### src/rtl/in_reg_ctrl_pkg.sv
// -----------------------------------------------------------------------------
// in_reg_ctrl_pkg
// Shared definitions for the input-register cell controller:
//   - state_t        : controller FSM states
//   - CNT_W          : width of the settle down-counter
//   - DEFAULT_NPADS  : default number of controlled cells
//   - DEFAULT_SETTLE : default idle cycles after a mode change
//   - cfg_differs()  : compares a pad's current and requested mode bits
// -----------------------------------------------------------------------------
package in_reg_ctrl_pkg;

    typedef enum logic [1:0] {
        ST_IDLE   = 2'd0,
        ST_CLEAR  = 2'd1,
        ST_SETTLE = 2'd2
    } state_t;

    localparam int CNT_W          = 4;
    localparam int DEFAULT_NPADS  = 8;
    localparam int DEFAULT_SETTLE = 2;

    // True when the requested {isel, fixhold} pair differs from the current one.
    function automatic logic cfg_differs(
        input logic cur_isel,
        input logic cur_fixhold,
        input logic req_isel,
        input logic req_fixhold
    );
        return ({cur_isel, cur_fixhold} != {req_isel, req_fixhold});
    endfunction

endpackage

### src/rtl/in_reg_ctrl_sampler.sv
// -----------------------------------------------------------------------------
// in_reg_ctrl_sampler
// Valid/ready register stage that captures the cell output vector.
//   clk       : clock, rising edge
//   rst_n     : asynchronous active-low reset
//   launch_en : high while the controller is idle and may take a new sample
//   iqz       : cell output vector to capture
//   smp_ready : downstream consumer ready
//   smp_valid : registered sample valid
//   smp_data  : registered sample data, stable while valid and not ready
// -----------------------------------------------------------------------------
module in_reg_ctrl_sampler #(
    parameter int NPADS = 8
) (
    input  logic             clk,
    input  logic             rst_n,
    input  logic             launch_en,
    input  logic [NPADS-1:0] iqz,
    input  logic             smp_ready,
    output logic             smp_valid,
    output logic [NPADS-1:0] smp_data
);

    logic             smp_valid_r;
    logic [NPADS-1:0] smp_data_r;
    logic             launch_s;
    logic             drain_s;

    // Launch a new sample when idle and the output slot is free or being emptied.
    always_comb begin
        launch_s = 1'b0;
        drain_s  = 1'b0;
        if (launch_en && (!smp_valid_r || smp_ready)) begin
            launch_s = 1'b1;
        end else begin
            drain_s = smp_valid_r && smp_ready;
        end
    end

    // Sample register stage; data only moves on a launch so it holds under backpressure.
    always_ff @(posedge clk or negedge rst_n) begin
        if (!rst_n) begin
            smp_valid_r <= 1'b0;
            smp_data_r  <= '0;
        end else if (launch_s) begin
            smp_valid_r <= 1'b1;
            smp_data_r  <= iqz;
        end else if (drain_s) begin
            smp_valid_r <= 1'b0;
        end else begin
            smp_valid_r <= smp_valid_r;
        end
    end

    assign smp_valid = smp_valid_r;
    assign smp_data  = smp_data_r;

endmodule

### src/rtl/in_reg_ctrl.sv
// -----------------------------------------------------------------------------
// in_reg_ctrl
// Controller for a bank of input-register cells. A config request changes
// the bypass (ISEL) and hold-fix (FIXHOLD) selects of one pad: the pad's
// register is cleared for one cycle, the new selects load, and the block
// waits SETTLE cycles before sampling the cell outputs again.
//   IQC         : clock, rising edge
//   QRT_N       : asynchronous active-low reset
//   CFG_VALID   : config request valid
//   CFG_READY   : config request accepted (high only in IDLE)
//   CFG_PAD     : target pad index
//   CFG_ISEL    : requested bypass select
//   CFG_FIXHOLD : requested hold-fix select
//   ISEL        : per-pad bypass select (reset all ones)
//   FIXHOLD     : per-pad hold-fix select (reset all zeros)
//   QRT         : per-pad active-high register clear pulse
//   IQZ         : per-pad cell outputs
//   SMP_VALID   : sample valid
//   SMP_READY   : sample consumer ready
//   SMP_DATA    : sampled IQZ vector
//   BUSY        : controller not idle
// -----------------------------------------------------------------------------
module in_reg_ctrl
    import in_reg_ctrl_pkg::*;
#(
    parameter int NPADS  = DEFAULT_NPADS,
    parameter int SETTLE = DEFAULT_SETTLE,
    localparam int PW    = (NPADS > 1) ? $clog2(NPADS) : 1
) (
    input  logic             IQC,
    input  logic             QRT_N,
    input  logic             CFG_VALID,
    output logic             CFG_READY,
    input  logic [PW-1:0]    CFG_PAD,
    input  logic             CFG_ISEL,
    input  logic             CFG_FIXHOLD,
    output logic [NPADS-1:0] ISEL,
    output logic [NPADS-1:0] FIXHOLD,
    output logic [NPADS-1:0] QRT,
    input  logic [NPADS-1:0] IQZ,
    output logic             SMP_VALID,
    input  logic             SMP_READY,
    output logic [NPADS-1:0] SMP_DATA,
    output logic             BUSY
);

    localparam logic [PW:0]      NPADS_W  = (PW + 1)'(NPADS);
    localparam logic [CNT_W-1:0] SETTLE_W = CNT_W'(SETTLE);

    state_t             state_r;
    logic [CNT_W-1:0]   settle_cnt_r;
    logic [PW-1:0]      pad_r;
    logic               new_isel_r;
    logic               new_fixhold_r;
    logic [NPADS-1:0]   isel_r;
    logic [NPADS-1:0]   fixhold_r;
    logic [NPADS-1:0]   qrt_r;
    logic               cfg_ready_r;
    logic               busy_r;

    logic               cfg_fire_s;
    logic               cfg_in_range_s;
    logic               cur_isel_s;
    logic               cur_fixhold_s;
    logic               cfg_change_s;
    logic [NPADS-1:0]   pad_onehot_s;

    // Decode an incoming config request: accepted, in range, and actually a change.
    always_comb begin
        cfg_fire_s     = CFG_VALID && cfg_ready_r;
        cfg_in_range_s = ({1'b0, CFG_PAD} < NPADS_W);
        if (cfg_in_range_s) begin
            cur_isel_s    = isel_r[CFG_PAD];
            cur_fixhold_s = fixhold_r[CFG_PAD];
        end else begin
            cur_isel_s    = 1'b1;
            cur_fixhold_s = 1'b0;
        end
        cfg_change_s = cfg_fire_s && cfg_in_range_s &&
                       cfg_differs(cur_isel_s, cur_fixhold_s, CFG_ISEL, CFG_FIXHOLD);
        pad_onehot_s = NPADS'(1'b1) << CFG_PAD;
    end

    // Controller FSM; CFG_READY and BUSY are registered from the next state so
    // CFG_READY stays low during reset and rises on the first edge after release.
    always_ff @(posedge IQC or negedge QRT_N) begin
        if (!QRT_N) begin
            state_r       <= ST_IDLE;
            settle_cnt_r  <= '0;
            pad_r         <= '0;
            new_isel_r    <= 1'b1;
            new_fixhold_r <= 1'b0;
            isel_r        <= '1;
            fixhold_r     <= '0;
            qrt_r         <= '0;
            cfg_ready_r   <= 1'b0;
            busy_r        <= 1'b0;
        end else begin
            case (state_r)
                ST_IDLE: begin
                    if (cfg_change_s) begin
                        state_r       <= ST_CLEAR;
                        pad_r         <= CFG_PAD;
                        new_isel_r    <= CFG_ISEL;
                        new_fixhold_r <= CFG_FIXHOLD;
                        qrt_r         <= pad_onehot_s;
                        cfg_ready_r   <= 1'b0;
                        busy_r        <= 1'b1;
                    end else begin
                        qrt_r         <= '0;
                        cfg_ready_r   <= 1'b1;
                        busy_r        <= 1'b0;
                    end
                end
                ST_CLEAR: begin
                    // New selects load at the edge that ends the clear pulse.
                    qrt_r             <= '0;
                    isel_r[pad_r]     <= new_isel_r;
                    fixhold_r[pad_r]  <= new_fixhold_r;
                    if (SETTLE > 0) begin
                        state_r       <= ST_SETTLE;
                        settle_cnt_r  <= SETTLE_W;
                    end else begin
                        state_r       <= ST_IDLE;
                        cfg_ready_r   <= 1'b1;
                        busy_r        <= 1'b0;
                    end
                end
                ST_SETTLE: begin
                    qrt_r <= '0;
                    // Count holds the cycles left including this one.
                    if (settle_cnt_r <= 4'd1) begin
                        state_r       <= ST_IDLE;
                        settle_cnt_r  <= '0;
                        cfg_ready_r   <= 1'b1;
                        busy_r        <= 1'b0;
                    end else begin
                        settle_cnt_r  <= settle_cnt_r - 4'd1;
                    end
                end
                default: begin
                    state_r       <= ST_IDLE;
                    settle_cnt_r  <= '0;
                    qrt_r         <= '0;
                    cfg_ready_r   <= 1'b1;
                    busy_r        <= 1'b0;
                end
            endcase
        end
    end

    // cfg_ready_r marks the cycles where the FSM is idle and accepting, which
    // also delays the first sample launch to the second edge after reset.
    in_reg_ctrl_sampler #(
        .NPADS (NPADS)
    ) u_sampler (
        .clk       (IQC),
        .rst_n     (QRT_N),
        .launch_en (cfg_ready_r),
        .iqz       (IQZ),
        .smp_ready (SMP_READY),
        .smp_valid (SMP_VALID),
        .smp_data  (SMP_DATA)
    );

    assign CFG_READY = cfg_ready_r;
    assign BUSY      = busy_r;
    assign ISEL      = isel_r;
    assign FIXHOLD   = fixhold_r;
    assign QRT       = qrt_r;

endmodule

### config.mk
export PLATFORM = sky130hd
export DESIGN_NAME = in_reg_ctrl
export DESIGN_NICKNAME = d
export VERILOG_FILES = /design/src/rtl/in_reg_ctrl_pkg.sv /design/src/rtl/in_reg_ctrl_sampler.sv /design/src/rtl/in_reg_ctrl.sv
export SDC_FILE = /design/constraint.sdc
export NUM_CORES = 1
export LEC_CHECK = 0
export CELL_PAD_IN_SITES_DETAIL_PLACEMENT = 0
export CELL_PAD_IN_SITES_GLOBAL_PLACEMENT = 1
export CORE_UTILIZATION = 36
export DETAILED_ROUTE_END_ITERATION = 6
export PLACE_DENSITY_LB_ADDON = 0.25
export SLEW_MARGIN = 40
export SYNTH_ARGS = -nofsm -noshare
export SYNTH_HDL_FRONTEND = slang
export SYNTH_HIERARCHICAL = 1
export SYNTH_SLANG_ARGS = --single-unit
### constraint.sdc
create_clock -name IQC -period 2.25 [get_ports IQC]
set_input_delay 0.45 -clock IQC [delete_from_list [all_inputs] [get_ports IQC]]
set_output_delay 0.45 -clock IQC [all_outputs]
set_load 0.005 [all_outputs]
==> results.sh, run 1 <==
export IMPL_yosys_warnings=6
export IMPL_start_util=0.372
export IMPL_drc=0
export IMPL_drive_gt1_frac=0.320
export IMPL_startpoint_type="input port"
export IMPL_clkLatencyLatePin_ns=0.30
export IMPL_routed_via_count=1511
export IMPL_yosys_cell_types_count=43
export IMPL_power_mw=3.69
export IMPL_die_y_um=80.2
export IMPL_setup_violations=0
export IMPL_fin_tns_setup_ns=0
export IMPL_ys_async_sr_fraction=1.00
export IMPL_hold_slack_ns=0.133
export IMPL_core_um2=5920
export IMPL_reg2reg_depth=6
export IMPL_die_w_um=80.2
export IMPL_grt_max_degree=26
export IMPL_fin_crit_ns=2.21
export IMPL_hp_class="input port to asynchronous set/reset pin"
export IMPL_worst_r2r_endpoint="pad_r[1]"
export IMPL_crit_top_cell="buf_4"
export IMPL_synthCells=159
export IMPL_place_congestion=0.767
export IMPL_synth_seq_cells=46
export IMPL_rsz0062_at_grt="true"
export IMPL_worstPathCellList="buf_4 > bufbuf_16 > mux2i_1 > mux4_2 > xor2_4 > a211oi_4 > buf_4 > mux2_2"
export IMPL_cts_buffers=5
export IMPL_drt_initial_drc_count=43
export IMPL_place_inst=284
export IMPL_ys_flop_type="dfrtp_1"
export IMPL_startpoint="CFG_PAD[1]"
export IMPL_fp_row_count=28
export IMPL_path_class="input port to flop"
export IMPL_crit_path_end_kind="flop"
export IMPL_finClkSkew_ns=0.00550
export IMPL_r2r_start="ISEL[7]"
export IMPL_fin_util=0.510
export IMPL_finalMaxSlewViolations=0
export IMPL_place_ws_ns=-0.548
export IMPL_antenna_cells=0
export IMPL_synth_edf_count=0
export IMPL_htreeDepth=2
export IMPL_grt_total_usage=0.156
export IMPL_fin_area_um2=3020
export IMPL_hpwl_mm=3.40
export IMPL_p_leak_nw=1.33
export IMPL_final_setup_worst_slack_ns=0.0377
export IMPL_cts_root_buf="clkbuf_8"
export IMPL_post_route_period_util=0.983
export IMPL_pin_count=52
export IMPL_syn2layout_area_growth_pct=37.2
export IMPL_place_area_um2=2820
export IMPL_drv_cap=0
export IMPL_firstDrtPassIters=4
export IMPL_via_per_inst=5.09
export IMPL_numPortBuffers=51
export IMPL_status="complete, no violations"
export IMPL_synth_area_um2=2200
export IMPL_die_area_um2=6430
export IMPL_final_common_cell="clkdlybuf4s50_1"
export IMPL_hold_violations=0
export IMPL_synth_nets=181
export IMPL_worstSetupEndpoint="pad_r[1]"
export IMPL_r2r_setup_slack_ns=0.06
export IMPL_worst_path_max_delay_cell="mux4_2"
export IMPL_final_cell_mix="clkdlybuf4s50_1 (47), dfrtp_1 (37), mux2_2 (19)"
export IMPL_grt_overflow=0
export IMPL_cts_path_max_buffers=2
export IMPL_crit_required_ns=2.44
export IMPL_worstMarginPinSlew_ns=0.562
export IMPL_clock_sinks=46
export IMPL_fmax_ghz=0.452
export IMPL_nNetsFinal=243
export IMPL_cpPeakStageDelay_ns=0.51
export IMPL_arrival_ns=2.40
export IMPL_antenna_found_initial=0
export IMPL_synth_seq_area_share=0.528
export IMPL_cts_tree="yes"
export IMPL_wl_per_cell_um=15.7
export IMPL_drtAntennaViolNets=0
export IMPL_slew_headroom=0.625
export IMPL_synth_avg_cell_area_um2=13.8
export IMPL_drt_total_wl_mm=4.68
export IMPL_first_global_vias=1589
export IMPL_powerDensity_nw_per_um2=1220
export IMPL_grt_first_pass_wirelength_mm=7.53
export IMPL_max_vdd_ir_drop_mv=0.575
export IMPL_critPathMaxFanout=4
export IMPL_final_cells=297
export IMPL_clk_pin_slew_ns=0.09
worst min-delay path by stage:
stage,from,to,slack (ns),depth (start not counted)
floorplan,QRT_N,BUSY,0.15,0
global placement,QRT_N,QRT[3],0.46,1
detailed placement,QRT_N,QRT[3],0.48,1
CTS,QRT_N,QRT[3],0.15,1
global route,QRT_N,QRT[1],0.17,1
finish,QRT_N,QRT[4],0.13,1
synthesized netlist by cell type (2+ instances only):
| cell type | count | area (µm²) |
|---|---|---|
| nor2_1 | 4 | 15.0 |
| a21oi_1 | 3 | 15.0 |
| mux2i_1 | 8 | 80.1 |
| and4bb_1 | 2 | 25.0 |
| ha_1 | 5 | 62.6 |
| buf_6 | 2 | 22.5 |
| o21ai_0 | 6 | 30.0 |
| nand4_1 | 2 | 12.5 |
| mux4_2 | 2 | 45.0 |
| dfstp_2 | 9 | 236 |
| nor3_1 | 3 | 15.0 |
| nor3b_1 | 2 | 15.0 |
| dfrtp_1 | 37 | 926 |
| buf_4 | 2 | 15.0 |
| nand4b_1 | 3 | 26.3 |
| and4b_1 | 3 | 30.0 |
| clkbuf_1 | 4 | 15.0 |
| nand2_1 | 4 | 15.0 |
| inv_1 | 6 | 22.5 |
| mux2_4 | 8 | 120 |
| mux2_2 | 22 | 248 |
repair_timing:
action / 4_1_cts / 5_1_grt
resized for setup: 8 / 4
hold buffers: 0 / 0
setup endpoints to repair: 16 / 12
pin swaps: 1 / 1
buffers inserted: 4 / 0
cloned: 1 / 0
metal layers:
layer  track usage  share of wire  vias to the layer above
met5             0              0                        -
met4        0.0571          0.017                        0
met3        0.0398          0.055                        7
met2         0.288           0.51                       44
met1         0.170           0.41                      757
li1              -              -                      703
worst max-delay path, delay by kind of cell:
family / cells / cell delay [ns]
xor gates and xnor gates: 1 / 0.18
buffers and inverters: 3 / 0.55
AOI/OAI and AO/OA: 1 / 0.27
muxes: 3 / 0.94
power by group:
group	internal, mW	leakage, nW	switching, mW	total [mW]
clock network	0.330	0.0504	0.278	0.608
registers	1.19	0.559	0.317	1.51
logic	1.00	0.717	0.575	1.58
total	2.52	1.33	1.17	3.69
final cells by class:
type                            instances  area [µm²]
Timing Repair Buffer                   64         648
Fill cell                             522        2900
Multi-Input combinational cell         98         980
Tap cell                               75        93.8
Clock inverter                          3        45.0
Inverter                                6        22.5
Sequential cell                        46        1160
Clock buffer                            5        68.8
registers in the layout, summed over array words and instances (netlist names), 2 cells and up:
register            count
state_r                 2
ISEL                    8
FIXHOLD                 8
QRT                     8
pad_r                   3
u_sampler/smp_data      8
settle_cnt_r            4
cell families (layout without fill, tap and decap cells):
group / after synthesis / count (layout) / synth area share
simple gates: 35 / 35 / 0.114
fa+ha+maj: 5 / 5 / 0.0284
flops: 46 / 46 / 0.528
buf+inv: 15 / 78 / 0.0409
compound gates: 16 / 16 / 0.0534
xor+xnor: 2 / 2 / 0.0114
mux: 40 / 40 / 0.224
Note: power is estimated with default switching activity, not from simulation.
==> run 2, diff against run 1 <==
--- a/config.mk
+++ b/config.mk
@@ -7,6 +7,7 @@
 export LEC_CHECK = 0
 export CELL_PAD_IN_SITES_DETAIL_PLACEMENT = 0
 export CELL_PAD_IN_SITES_GLOBAL_PLACEMENT = 1
+export CORE_MARGIN = 2
 export CORE_UTILIZATION = 36
 export DETAILED_ROUTE_END_ITERATION = 6
 export PLACE_DENSITY_LB_ADDON = 0.25
==> run 2 against run 1 <==
Net effect: cell area fell by 0.50%; sequential share of layout area up 0.19 points; routed wire length shrank 1.0%.
==> results.sh, run 2 (synthesis gave the netlist of run 1 again) <==
export IMPL_drt_initial_drc_count=87
export IMPL_grt_first_pass_wirelength_mm=7.67
export IMPL_die_w_um=82.2
export IMPL_drc=0
export IMPL_wl_per_cell_um=15.7
export IMPL_clk_pin_slew_ns=0.08
export IMPL_final_cell_mix="clkdlybuf4s50_1 (47), dfrtp_1 (37), mux2_2 (20)"
export IMPL_fin_util=0.508
export IMPL_routed_via_count=1472
export IMPL_critPathMaxFanout=6
export IMPL_powerDensity_nw_per_um2=1220
export IMPL_cts_path_max_buffers=2
export IMPL_r2r_setup_slack_ns=0.07
export IMPL_first_global_vias=1596
export IMPL_ctsHoldBuffers=0
export IMPL_finClkSkew_ns=0.00351
export IMPL_arrival_ns=2.38
export IMPL_r2r_start="ISEL[3]"
export IMPL_p_leak_nw=1.33
export IMPL_syn2layout_area_growth_pct=36.5
export IMPL_status="complete, no violations"
export IMPL_firstDrtPassIters=4
export IMPL_htreeDepth=2
export IMPL_worstPathCellList="buf_2 > bufbuf_16 > mux2i_1 > mux4_2 > xor2_4 > a211oi_4 > buf_6 > mux2_2"
export IMPL_cts_tree="yes"
export IMPL_cpPeakStageDelay_ns=0.52
export IMPL_cts_buffers=5
export IMPL_crit_path_end_kind="flop"
export IMPL_fmax_ghz=0.455
export IMPL_slew_headroom=0.633
export IMPL_antenna_cells=0
export IMPL_reg2reg_depth=6
export IMPL_drive_gt1_frac=0.314
export IMPL_place_congestion=0.755
export IMPL_drtAntennaViolNets=0
export IMPL_die_y_um=82.2
export IMPL_rsz0062_at_grt="false"
export IMPL_grt_total_usage=0.152
export IMPL_hpwl_mm=3.38
export IMPL_fillers=517
export IMPL_clock_sinks=46
export IMPL_drt_total_wl_mm=4.63
export IMPL_setup_violations=0
export IMPL_fin_crit_ns=2.20
export IMPL_core_um2=5920
export IMPL_crit_required_ns=2.44
export IMPL_worst_r2r_endpoint="pad_r[1]"
export IMPL_hold_violations=0
export IMPL_numPortBuffers=51
export IMPL_grt_max_degree=25
export IMPL_fin_tns_setup_ns=0
export IMPL_fp_row_count=28
export IMPL_die_area_um2=6760
export IMPL_startpoint_type="input port"
export IMPL_worst_path_max_delay_cell="mux4_2"
export IMPL_drv_cap=0
export IMPL_finalMaxSlewViolations=0
export IMPL_via_per_inst=4.99
export IMPL_clkLatencyLatePin_ns=0.29
export IMPL_seqCellArea_um2=1160
export IMPL_nNetsFinal=241
export IMPL_multi_input_area_um2=976
export IMPL_grt_overflow=0
export IMPL_antenna_found_initial=0
export IMPL_post_route_period_util=0.976
export IMPL_worstMarginPinSlew_ns=0.550
export IMPL_power_mw=3.68
export IMPL_path_class="input port to flop"
export IMPL_hp_class="input port to asynchronous set/reset pin"
export IMPL_final_common_cell="clkdlybuf4s50_1"
export IMPL_max_vdd_ir_drop_mv=0.637
export IMPL_pin_count=52
export IMPL_start_util=0.372
export IMPL_cts_root_buf="clkbuf_8"
==> run 2: cell count changes in the layout (fill, tap and decap cells not counted) <==
| cell | delta |
|---|---|
| buf_6 | +1 |
| clkinv_2 | +1 |
| dlymetal6s2s_1 | +1 |
| mux2_4 | -1 |
| inv_6 | +1 |
| buf_4 | -4 |
| clkinvlp_4 | -2 |
| buf_2 | +1 |
| mux2_2 | +1 |
| dlygate4sd2_1 | -1 |
==> run 2: repair_timing <==
action | 4_1_cts | 5_1_grt
setup endpoints to repair | 17 | 8
resized for setup | 7 | 4
setup buffers | 2 | 0
cloned | 1 | 0
pin swaps | 1 | 1
==> run 2: how the worst max path moves through the flow <==
stage                    start            end  slack, ns  depth (start not counted)
floorplan           CFG_PAD[1]  new_fixhold_r      -0.05                          7
global placement    CFG_PAD[1]  new_fixhold_r      -0.47                          7
detailed placement  CFG_PAD[1]       pad_r[2]      -0.55                          7
CTS                 CFG_PAD[1]       pad_r[2]       0.02                          8
global route        CFG_PAD[1]       pad_r[1]      0.004                          8
finish              CFG_PAD[1]       pad_r[1]       0.05                          8
==> run 2: area by class of cell <==
cell class / instances / share of cell area
Multi-Input combinational cell: 98 / 0.325
Tap cell: 75 / 0.0312
Clock buffer: 5 / 0.0229
Timing Repair Buffer: 62 / 0.212
Inverter: 6 / 0.00749
Clock inverter: 3 / 0.0146
Sequential cell: 46 / 0.387
==> run 2: layer usage <==
metal / routed length, µm / track usage
met1: 1930 / 0.177
met2: 2370 / 0.273
met3: 305 / 0.0424
met4: 29 / 0.0450
met5: 0 / 0
==> run 2: metrics by stage <==
stage               hold slack, ns  instances  instance area [µm²]  setup slack, ns
CTS                          0.141        295                 2990           0.0188
floorplan                    0.154        159                 2200          -0.0483
finish                       0.131        295                 3010           0.0546
global placement             0.458        284                 2820           -0.472
detailed placement           0.467        284                 2820           -0.549
global route                 0.155        295                 3010          0.00393
==> run 2: report_power, final <==
group	switching [mW]	leakage (nW)	total (mW)	internal [mW]
Combinational	0.565	0.711	1.55	0.984
Clock	0.283	0.0585	0.616	0.333
Sequential	0.321	0.559	1.51	1.19
==> run 2: critical path, delay by kind of cell <==
kind                   cells  cell delay [ns]
buffers and inverters      3             0.53
multiplexers               3             0.96
AO/OA/AOI/OAI              1             0.24
XOR/XNOR                   1             0.19
==> run 3, diff against run 2 <==
--- a/config.mk
+++ b/config.mk
@@ -10,6 +10,7 @@
 export CORE_MARGIN = 2
 export CORE_UTILIZATION = 36
 export DETAILED_ROUTE_END_ITERATION = 6
+export GPL_TIMING_DRIVEN = 1
 export PLACE_DENSITY_LB_ADDON = 0.25
 export SLEW_MARGIN = 40
 export SYNTH_ARGS = -nofsm -noshare
==> results of run 3 <==
Same layout as run 2: the final DEF is identical, and so are final timing and power.
